===== src/rtl/cicero_job_loader.sv =====
// Job sequencer in front of AXI_top: writes code/string words, sets the pointers, starts the run, polls status and returns one result per job.
// Optional WAIT watchdog: define CICERO_JOB_LOADER_TIMEOUT_EN.
module cicero_job_loader #(
  parameter int REG_WIDTH      = 32,
  parameter int MEM_BYTES      = 4096,
  parameter int TIMEOUT_CYCLES = 1000000
) (
  input  logic                 clk,
  input  logic                 rst,
  input  logic                 job_valid,
  output logic                 job_ready,
  input  logic [15:0]          job_code_words,
  input  logic [15:0]          job_string_bytes,
  input  logic                 in_valid,
  output logic                 in_ready,
  input  logic [REG_WIDTH-1:0] in_data,
  output logic [REG_WIDTH-1:0] address_register,
  output logic [REG_WIDTH-1:0] data_in_register,
  output logic [REG_WIDTH-1:0] start_cc_pointer_register,
  output logic [REG_WIDTH-1:0] end_cc_pointer_register,
  output logic [REG_WIDTH-1:0] cmd_register,
  input  logic [REG_WIDTH-1:0] status_register,
  input  logic [REG_WIDTH-1:0] data_o_register,
  output logic                 res_valid,
  input  logic                 res_ready,
  output logic                 res_accepted,
  output logic                 res_error,
  output logic                 res_timeout,
  output logic [REG_WIDTH-1:0] res_cycles
);

  localparam logic [REG_WIDTH-1:0] CMD_NOP                = REG_WIDTH'(0);
  localparam logic [REG_WIDTH-1:0] CMD_WRITE              = REG_WIDTH'(1);
  localparam logic [REG_WIDTH-1:0] CMD_START              = REG_WIDTH'(2);
  localparam logic [REG_WIDTH-1:0] CMD_READ_ELAPSED_CLOCK = REG_WIDTH'(5);
  localparam logic [REG_WIDTH-1:0] STATUS_RUNNING         = REG_WIDTH'(1);
  localparam logic [REG_WIDTH-1:0] STATUS_ACCEPTED        = REG_WIDTH'(2);
  localparam logic [REG_WIDTH-1:0] STATUS_REJECTED        = REG_WIDTH'(3);
  localparam logic [17:0]          MEM_WORDS              = 18'(MEM_BYTES / 4);

  typedef enum logic [2:0] {
    S_IDLE, S_LOAD, S_PTR, S_START, S_WAIT, S_RDCC, S_RDCAP, S_RESULT
  } state_t;

  state_t               state_q, state_d;
  logic                 job_ready_q, job_ready_d;
  logic                 in_ready_q, in_ready_d;
  logic [REG_WIDTH-1:0] addr_q, addr_d;
  logic [REG_WIDTH-1:0] wdata_q, wdata_d;
  logic [REG_WIDTH-1:0] sptr_q, sptr_d;
  logic [REG_WIDTH-1:0] eptr_q, eptr_d;
  logic [REG_WIDTH-1:0] cmd_q, cmd_d;
  logic                 res_valid_q, res_valid_d;
  logic                 res_acc_q, res_acc_d;
  logic                 res_err_q, res_err_d;
  logic [REG_WIDTH-1:0] res_cyc_q, res_cyc_d;
  logic [15:0]          cw_q, cw_d;
  logic [15:0]          sb_q, sb_d;
  logic [17:0]          total_q, total_d;
  logic [17:0]          k_q, k_d;
  logic [1:0]           st_cnt_q, st_cnt_d;
  logic [17:0]          req_sw, req_total, ss, se;

`ifdef CICERO_JOB_LOADER_TIMEOUT_EN
  logic [REG_WIDTH-1:0] wd_q, wd_d;
  logic                 res_to_q, res_to_d;
  assign res_timeout = res_to_q;
`else
  assign res_timeout = 1'b0;
`endif

  assign job_ready                 = job_ready_q;
  assign in_ready                  = in_ready_q;
  assign address_register          = addr_q;
  assign data_in_register          = wdata_q;
  assign start_cc_pointer_register = sptr_q;
  assign end_cc_pointer_register   = eptr_q;
  assign cmd_register              = cmd_q;
  assign res_valid                 = res_valid_q;
  assign res_accepted              = res_acc_q;
  assign res_error                 = res_err_q;
  assign res_cycles                = res_cyc_q;

  // Bounds check is done in words: 4*CW + 4*SW > MEM_BYTES  <=>  CW + SW > MEM_BYTES/4.
  always_comb begin
    req_sw    = ({2'b00, job_string_bytes} + 18'd3) >> 2;
    req_total = {2'b00, job_code_words} + req_sw;
    ss        = {cw_q, 2'b00};
    se        = ss + {2'b00, sb_q} - 18'd1;
  end

  always_comb begin
    state_d     = state_q;
    job_ready_d = job_ready_q;
    in_ready_d  = in_ready_q;
    addr_d      = addr_q;
    wdata_d     = wdata_q;
    sptr_d      = sptr_q;
    eptr_d      = eptr_q;
    cmd_d       = CMD_NOP;
    res_valid_d = res_valid_q;
    res_acc_d   = res_acc_q;
    res_err_d   = res_err_q;
    res_cyc_d   = res_cyc_q;
    cw_d        = cw_q;
    sb_d        = sb_q;
    total_d     = total_q;
    k_d         = k_q;
    st_cnt_d    = st_cnt_q;
`ifdef CICERO_JOB_LOADER_TIMEOUT_EN
    wd_d        = wd_q;
    res_to_d    = res_to_q;
`endif
    case (state_q)
      S_IDLE: begin
        job_ready_d = 1'b1;
        if (job_valid && job_ready_q) begin
          job_ready_d = 1'b0;
          cw_d        = job_code_words;
          sb_d        = job_string_bytes;
          total_d     = req_total;
          if (job_code_words == 16'd0 || job_string_bytes == 16'd0 || req_total > MEM_WORDS) begin
            res_err_d   = 1'b1;
            res_valid_d = 1'b1;
            state_d     = S_RESULT;
          end else begin
            in_ready_d = 1'b1;
            k_d        = 18'd0;
            state_d    = S_LOAD;
          end
        end
      end
      S_LOAD: begin
        if (in_valid && in_ready_q) begin
          addr_d  = REG_WIDTH'(k_q);
          wdata_d = in_data;
          cmd_d   = CMD_WRITE;
          k_d     = k_q + 18'd1;
          if (k_q == total_q - 18'd1) begin
            in_ready_d = 1'b0;
            state_d    = S_PTR;
          end
        end
      end
      S_PTR: begin
        sptr_d   = REG_WIDTH'(ss);
        eptr_d   = REG_WIDTH'(se);
        st_cnt_d = 2'd0;
        state_d  = S_START;
      end
      // cycles 0 and 1 request START (visible one clock later); cycle 2 sees the response
      S_START: begin
        st_cnt_d = st_cnt_q + 2'd1;
        if (st_cnt_q != 2'd2) begin
          cmd_d = CMD_START;
        end else if (status_register !== STATUS_RUNNING) begin
          res_err_d   = 1'b1;
          res_valid_d = 1'b1;
          state_d     = S_RESULT;
        end else begin
`ifdef CICERO_JOB_LOADER_TIMEOUT_EN
          wd_d    = '0;
`endif
          state_d = S_WAIT;
        end
      end
      S_WAIT: begin
`ifdef CICERO_JOB_LOADER_TIMEOUT_EN
        wd_d = wd_q + REG_WIDTH'(1);
`endif
        if (status_register == STATUS_ACCEPTED) begin
          res_acc_d = 1'b1;
          cmd_d     = CMD_READ_ELAPSED_CLOCK;
          state_d   = S_RDCC;
        end else if (status_register == STATUS_REJECTED) begin
          res_acc_d = 1'b0;
          cmd_d     = CMD_READ_ELAPSED_CLOCK;
          state_d   = S_RDCC;
        end else if (status_register != STATUS_RUNNING) begin
          res_err_d   = 1'b1;
          res_valid_d = 1'b1;
          state_d     = S_RESULT;
        end
`ifdef CICERO_JOB_LOADER_TIMEOUT_EN
        else if (wd_q == REG_WIDTH'(TIMEOUT_CYCLES)) begin
          res_to_d    = 1'b1;
          res_acc_d   = 1'b0;
          res_cyc_d   = wd_q;
          res_valid_d = 1'b1;
          state_d     = S_RESULT;
        end
`endif
      end
      S_RDCC: begin
        state_d = S_RDCAP;
      end
      S_RDCAP: begin
        res_cyc_d   = data_o_register;
        res_valid_d = 1'b1;
        state_d     = S_RESULT;
      end
      S_RESULT: begin
        if (res_ready) begin
          res_valid_d = 1'b0;
          res_acc_d   = 1'b0;
          res_err_d   = 1'b0;
          res_cyc_d   = '0;
`ifdef CICERO_JOB_LOADER_TIMEOUT_EN
          res_to_d    = 1'b0;
`endif
          job_ready_d = 1'b1;
          state_d     = S_IDLE;
        end
      end
      default: state_d = S_IDLE;
    endcase
  end

  always_ff @(posedge clk or posedge rst) begin
    if (rst) begin
      state_q     <= S_IDLE;
      job_ready_q <= 1'b0;
      in_ready_q  <= 1'b0;
      addr_q      <= '0;
      wdata_q     <= '0;
      sptr_q      <= '0;
      eptr_q      <= '0;
      cmd_q       <= CMD_NOP;
      res_valid_q <= 1'b0;
      res_acc_q   <= 1'b0;
      res_err_q   <= 1'b0;
      res_cyc_q   <= '0;
      cw_q        <= '0;
      sb_q        <= '0;
      total_q     <= '0;
      k_q         <= '0;
      st_cnt_q    <= '0;
`ifdef CICERO_JOB_LOADER_TIMEOUT_EN
      wd_q        <= '0;
      res_to_q    <= 1'b0;
`endif
    end else begin
      state_q     <= state_d;
      job_ready_q <= job_ready_d;
      in_ready_q  <= in_ready_d;
      addr_q      <= addr_d;
      wdata_q     <= wdata_d;
      sptr_q      <= sptr_d;
      eptr_q      <= eptr_d;
      cmd_q       <= cmd_d;
      res_valid_q <= res_valid_d;
      res_acc_q   <= res_acc_d;
      res_err_q   <= res_err_d;
      res_cyc_q   <= res_cyc_d;
      cw_q        <= cw_d;
      sb_q        <= sb_d;
      total_q     <= total_d;
      k_q         <= k_d;
      st_cnt_q    <= st_cnt_d;
`ifdef CICERO_JOB_LOADER_TIMEOUT_EN
      wd_q        <= wd_d;
      res_to_q    <= res_to_d;
`endif
    end
  end

endmodule

===== config.mk =====
export PLATFORM = sky130hd
export DESIGN_NAME = cicero_job_loader
export DESIGN_NICKNAME = d
export VERILOG_FILES = /design/src/rtl/cicero_job_loader.sv
export SDC_FILE = /design/constraint.sdc
export NUM_CORES = 1
export LEC_CHECK = 0
export CORE_ASPECT_RATIO = 1.1
export CORE_MARGIN = 1.5
export CORE_UTILIZATION = 49
export CTS_BUF_LIST = sky130_fd_sc_hd__clkbuf_8
export DETAILED_ROUTE_END_ITERATION = 8
export GPL_ROUTABILITY_DRIVEN = 1
export HOLD_SLACK_MARGIN = 0.15
export PLACE_DENSITY = 0.83
export SKIP_LAST_GASP = 1
export SYNTH_ARGS = -nofsm -noshare
export SYNTH_HDL_FRONTEND = slang
export SYNTH_SLANG_ARGS = --single-unit

===== constraint.sdc =====
create_clock -name clk -period 8.4 [get_ports clk]
set_clock_uncertainty 0.1 [all_clocks]
set_input_delay 1.68 -clock clk [delete_from_list [all_inputs] [get_ports clk]]
set_output_delay 1.68 -clock clk [all_outputs]
set_load 0.05 [all_outputs]

==> results of run 1 <==
[state kept, by name, summed over array words and instances, names as in the netlist, 2 cells and up]
signal,count
cmd_register,3
start_cc_pointer_register,16
st_cnt_q,2
total_q,17
k_q,18
sb_q,16
address_register,18
res_cycles,32
data_in_register,32
end_cc_pointer_register,18
cw_q,16
state_q,3
[routing by layer]
layer | track usage, % | up-vias
li1 | - | 4242
met1 | 27.5 | 4283
met2 | 38.6 | 268
met3 | 3.87 | 38
met4 | 6.95 | 0
met5 | 0 | -
[logic make-up after synthesis]
kind of cell             after synthesis
adder cells (fa/ha/maj)               55
flip-flops                           196
AND/OR/NAND/NOR                      270
XOR/XNOR                              60
other                                  1
buffers and inverters                203
AO/OA/AOI/OAI                        236
multiplexers                          90
[through the flow]
stage	instances	total power, mW
CTS	1656	4.77
floorplan	1184	3.44
detailed placement	1624	4.15
global route	1656	5.10
finish	1656	4.75
global placement	1624	4.07
[cells in the final DEF, fill, tap and decap left out, drive strengths merged, types with 8 or more instances in the layout]
| master | instances |
|---|---|
| a22o | 32 |
| nor2 | 47 |
| a21oi | 32 |
| mux2 | 85 |
| nor3 | 23 |
| and3 | 15 |
| clkdlybuf4s50 | 256 |
| conb | 74 |
| a21o | 9 |
| or3 | 8 |
| nand3 | 20 |
| xnor2 | 32 |
| ha | 53 |
| xor2 | 28 |
| nand2b | 13 |
| dfrtp | 196 |
| clkbuf | 17 |
| nand2 | 82 |
| nor4 | 21 |
| o21ai | 99 |
| inv | 95 |
[cells in the mapped netlist (all sizes together), types with 4 or more instances]
cell / number
buf: 81
a21o: 9
nor3: 23
nand4b: 5
o21bai: 5
a21oi: 32
and3: 15
o41ai: 5
dfrtp: 196
nor4: 21
a211oi: 4
nand3b: 5
a22o: 32
clkbuf: 35
nand4: 6
ha: 53
inv: 87
nor2b: 5
nand2: 82
a31oi: 6
xnor2: 32
mux2: 85
o211ai: 4
nand3: 20
nand2b: 13
o21ai: 99
nor4b: 5
o21a: 5
xor2: 28
or3: 8
mux2i: 5
nor2: 47
[worst max path at each step]
stage	from	to
2_1_floorplan	rst	address_register[0]
3_3_place_gp	job_string_bytes[0]	k_q[5]
3_5_place_dp	job_string_bytes[2]	k_q[5]
4_1_cts	job_string_bytes[0]	k_q[5]
5_1_grt	job_string_bytes[0]	k_q[5]
6_report	job_string_bytes[0]	k_q[5]
[worst max-delay path: stages]
cell	delay, ns
clkdlybuf4s50_1	0.51
o21a_1	0.27
nand3_1	0.16
nor2_1	0.21
and3_1	0.24
and3_1	0.23
nand3_1	0.13
nor2_1	0.23
xor2_1	0.18
ha_1	0.30
and2_1	0.20
a221o_1	0.37
or2_0	0.23
o22ai_2	0.15
xor2_1	0.24
nand4b_1	0.13
and4b_1	0.48
nor2_2	0.20
or3_1	0.38
a21oi_1	0.15
[cell type report]
| class | count | share of cell area [%] |
|---|---|---|
| multi-input combinational | 785 | 39.0 |
| tap | 295 | 2.62 |
| inverter | 87 | 2.37 |
| timing repair buffer | 261 | 18.4 |
| clock inverter | 15 | 1.14 |
| sequential | 196 | 34.8 |
| clock buffer | 17 | 1.66 |
[power by group through the flow]
stage	sequential (mW)	combinational, mW	clock [mW]
after floorplan	1.81	1.62	0
after global placement	1.38	2.70	0
after detailed placement	1.39	2.76	0
after CTS	1.37	2.78	0.622
after global routing	1.40	3.04	0.658
final	1.37	2.77	0.604
==> results.md, run 1 <==
- Status: complete, no violations
- Worst R2R Path Depth: 14
- Final core utilization: 63.4%
- CTS resizes: 0
- Routed met2 length: ~13000 um
- Period minus WS final: 6.42 ns
- Sequential cell area: about 0.0049 mm2
- Drt total wl: 26300 um
- Number of synthesized flops with an enable pin: 0
- Combinational share of power: 58.3%
- First-pass GRT wire length: 41900 um
- Nets: 1536
- Worst slew pin tran: approximately 1.2 ns
- CTS tree: built
- P&R area growth vs syn: 26.1%
- Compound-Gate Fraction of Synth Area: 14.2%
- Peak VDD IR: 390 uV
- Mean routed wirelength per cell: 15.9 um
- Crit path launch type: input port
- Vias in the first global route: 8400
- Clock Tree Buf Depth: 2
- P_int: 2.52 mW
- Slew HR: between 20% and 30%
- Vias per inst: 5.33
- Netlist cell types: 80
- Cts hold-fix bufs: 0
- Die area: 0.0238 mm2
- Flop2flop setup slack: 4.82 ns
- Hold path depth: 2
- Hpwl dp: 20200 um
- R2R Path Start: cw_q[0]
- CTS Sinks: between 150 and 200
- Aggregate negative setup slack: 0 ns
- # H-tree levels: 4
- Register area share after synthesis: 43.8%
- Initial antenna violation count: 0
- Unrepaired setup endpoints after global routing: no
- Core area: 0.0223 mm2
- Worst r2r dst: end_cc_pointer_register[15]
- Synthesized area: between 0.01 and 0.015 mm2
- Largest net degree at the start of global routing: about 130
- Top sig layer: met4
- All-Layer GR Usage: 22.0%
- Multi-input gate area in the final layout: 0.00550 mm2
- Routability cong.: between 0.9 and 1
- Crit path required time: 8.69 ns
- Mapped Avg Cell Area: 10.1 um2
- Grt total ovfl: 0
- CP endpoint kind: flop
- Mux cell area share after synthesis: 9.00%
- Setup WS post-layout: 1.98 ns
- Largest cells by area after synthesis: dfrtp_1, mux2_2, ha_1
- WHS: 0.388 ns
- Hold endpoint: start_cc_pointer_register[13]
- Clock power frac: between 10% and 20%
- Synth warnings: 0
- Final Cell Area: 0.0141 mm2
- DIE WIDTH: 147 um
- Simple-Gate Fraction of Synth Area: 12.5%
- Layout cells sized above 1: 10.9%
- Total setup buffers inserted after CTS: 0
- Main combinational cell family by area after synthesis: compound AO/OA/AOI/OAI gates
- Maxcap violations: 0
- Cells after Synth: 1111
- CTS Root Cell: clkbuf_8
- ANT nets after route: 0
- Switching power share of the total: a little under half
- Tcrit/Tclk final: between 70 and 80%
- Cell row count: between 50 and 60
- Adder-Cell Fraction of Synth Area: approximately 6.3%
- Layout fillers: 1806
- Port Buffers: between 200 and 300
- Final setup vio count: 0
- Pwr dens: 336 mW/mm2
- Slew Limit Fails: 0
- Sequential share of power: 28.9%
- Async SR Flop Fraction: 100%
- Starting density of the core: 50.3%
- DRC Markers: 0
- Synth Flop Type: dfrtp_1
- Total number of vias: just under 9000
- Met1 wire length: 11100 um
- N_diodes: 0
- Critical path class: in -> reg
- Fmax: roughly 0.16 GHz
- Hold Path Class: reg -> reg
- Crit path DAT: 6.71 ns
- Die Y: 161 um
- Io pins: 331
- Clock edge transition at the registers on the reported setup and hold paths: 0.11 ns
- Pre-CTS setup slack: around 1.5 ns
- First DRT Iteration DRCs: 532
- Post-Synth XOR/XNOR Area: 4.70%
- Placed Area: 0.0137 mm2
- Top cell type by total area after synthesis: dfrtp_1
- Leak: 6.53 nW
- Post-synth top area share: 43.8%
- Final hold violations: 0
- WL met3: 1320 um
- Num CTS Buffers: 17
- Crit path max fanout: 15
- Worst skew pair latency: 0.47 ns
- Switch Pwr: around 2.2 mW
- Yosys reg bits: about 200
- Router iterations before antenna repair: 5
- Hold Crit Start: start_cc_pointer_register[13]
(Power assumes the default switching activity.)
==> inputs of run 2 (changes only) <==
CORE_UTILIZATION = 45   (was 49)
PLACE_DENSITY = 0.8   (was 0.83)
clock period = 5.3 ns   (was 8.4 ns; I/O delays follow)
==> run 2 against run 1 <==
Against the previous run: sequential cell count unchanged; cell area up 3.2%; final cell count up 3.6%; via count up 1.8%; global-route usage down 1.4 points; wire length up 1.6%; register-to-register slack worse by 3.0 ns; combinational power up 59%; die area up 8.7%; clock-buffer cell count unchanged; critical path depth up 1; total power up 61%; largest power group unchanged.
==> results.md, run 2 (same netlist as run 1, synthesis figures left out) <==
- Clock Tree Buf Depth: 2 (unchanged)
- All-Layer GR Usage: 20.6% (-1.4 points)
- Commonest non-fill, non-tap cell in the layout: clkdlybuf4s50_1
- Starting density of the core: 45.7% (-4.6 points)
- CTS Root Cell: clkbuf_8
- P&R area growth vs syn: 30.1%
- Vias in the first global route: 8593 (+2.3%)
- Final Cell Area: 0.0146 mm2 (+3.2%)
- Worst skew pair latency: 0.45 ns (-0.02 ns)
- Peak VDD IR: 610 uV (+57%)
- Largest net degree at the start of global routing: 197 (+58%)
- Vias per inst: 5.24 (-1.7%)
- # H-tree levels: 4 (unchanged)
- Num CTS Buffers: 17 (unchanged)
- Hold Path Class: reg -> reg
- Die Y: 168 um (+4.3%)
- N_diodes: 0 (unchanged)
- Core area: 0.0245 mm2 (+10%)
- Cts hold-fix bufs: 0 (unchanged)
- Port Buffers: 256 (unchanged)
- DRC Markers: 0 (unchanged)
- Leak: 6.78 nW (+3.8%)
- Crit path launch type: input port
- Period minus WS final: 5.11 ns
- Placed Area: 0.0141 mm2 (+2.6%)
- Commonest cells after routing, fill and taps aside: clkdlybuf4s50_1, dfrtp_1, o21ai_0, inv_1, mux2_2
- Final hold violations: 0 (unchanged)
- Aggregate negative setup slack: 0 ns (unchanged)
- Crit path required time: 5.54 ns (-3.15 ns)
- Hpwl dp: 20400 um (+1.3%)
- DIE WIDTH: 153 um (+4.3%)
- Worst slew pin tran: 1.36 ns (+0.172 ns)
- Slew HR: 9.45% (-11 points)
- Tcrit/Tclk final: a little over nine tenths
- Router iterations before antenna repair: 5 (unchanged)
- Routability cong.: 0.896 (-0.52%)
- Status: complete, no violations
- WHS: 0.389 ns (+0.00103 ns)
- Nets: 1580 (+2.9%)
- Maxcap violations: 0 (unchanged)
- Io pins: 331 (unchanged)
- Drt total wl: 26800 um (+1.6%)
- CTS tree: built
- Grt total ovfl: 0 (unchanged)
- CP endpoint kind: flop
- First DRT Iteration DRCs: 470 (-12%)
- Clock edge transition at the registers on the reported setup and hold paths: 0.10 ns (about the same)
- Design Power: 7.62 mW (+61%)
- Total number of vias: 8987 (+1.8%)
- Pwr dens: 524 mW/mm2 (+56%)
- Crit path max fanout: 8 (-7)
- Die area: 0.0258 mm2 (+8.7%)
- Layout cells sized above 1: 14.2% (+3.3 points)
- ANT nets after route: 0 (unchanged)
- Mean routed wirelength per cell: 15.6 um (-1.9%)
- Crit path DAT: 5.35 ns (-1.36 ns)
- Initial antenna violation count: 0 (unchanged)
- Fmax: 0.196 GHz
- First-pass GRT wire length: 43100 um (+2.9%)
- Slew Limit Fails: 0 (unchanged)
- Final setup vio count: 0 (unchanged)
- Cell row count: 60 (+5.3%)
- Critical path class: in -> reg
- CTS Sinks: 196 (unchanged)
run 2: stage by stage:
stage	std cells	utilization, %	setup WS, ns
6_report	1715	59.5	0.189
3_3_place_gp	1682	57.5	-0.199
3_5_place_dp	1682	57.5	-0.304
4_1_cts	1714	59.3	0.179
5_1_grt	1715	59.5	-0.0345
2_1_floorplan	1184	-	0.292
run 2: repair_timing:
item	CTS	global route
resized for setup	0	12
setup endpoints to repair	0	14
setup buffers	0	1
run 2: routing by layer:
layer | global-route usage, % | up-vias | wire length, um
met5 | 0 | - | 0
met4 | 6.71 | 0 | 597
met3 | 3.84 | 41 | 1410
met2 | 35.4 | 305 | 13200
met1 | 26.2 | 4323 | 11500
li1 | - | 4318 | -
run 2: layout make-up:
cell class	count	area, um2
clock inverter	15	209
tap	310	388
fill	2120	9920
inverter	87	330
multi-input combinational	785	5550
clock buffer	17	234
timing repair buffer	305	2950
sequential	196	4900
run 2: where the power goes:
part / total (mW) / switching, mW / internal, mW
logic: 4.41 / 2.65 / 1.77
clock network: 1.03 / 0.621 / 0.412
registers: 2.18 / 0.284 / 1.89
total: 7.62 / 3.55 / 4.07
run 2: final timing paths:
check / startpoint / end / slack (ns) / depth (start not counted)
worst max-delay path: job_string_bytes[2] / k_q[4] / 0.19 / 21
worst min-delay path: address_register[14] / address_register[14] / 0.39 / 2
worst max register to register: cw_q[0] / end_cc_pointer_register[17] / 1.78 / 14
worst min register to register: address_register[14] / address_register[14] / 0.39 / 2
max in group asynchronous: rst / job_ready / 3.17 / 3
min in group asynchronous: rst / data_in_register[21] / 1.10 / 3
run 2: critical path, stage by stage:
cell	delay, ns
clkdlybuf4s50_1	0.47
o21a_1	0.15
nand3_1	0.11
nor2_1	0.15
and3_1	0.19
and3_4	0.19
nand3_1	0.11
nor2_2	0.19
xor2_1	0.17
ha_1	0.29
and2_4	0.18
a221o_1	0.37
buf_4	0.17
nor4_1	0.34
nor3b_2	0.12
nand4b_1	0.12
and4b_2	0.27
buf_4	0.16
o21ai_4	0.28
buf_4	0.18
o21ai_0	0.08
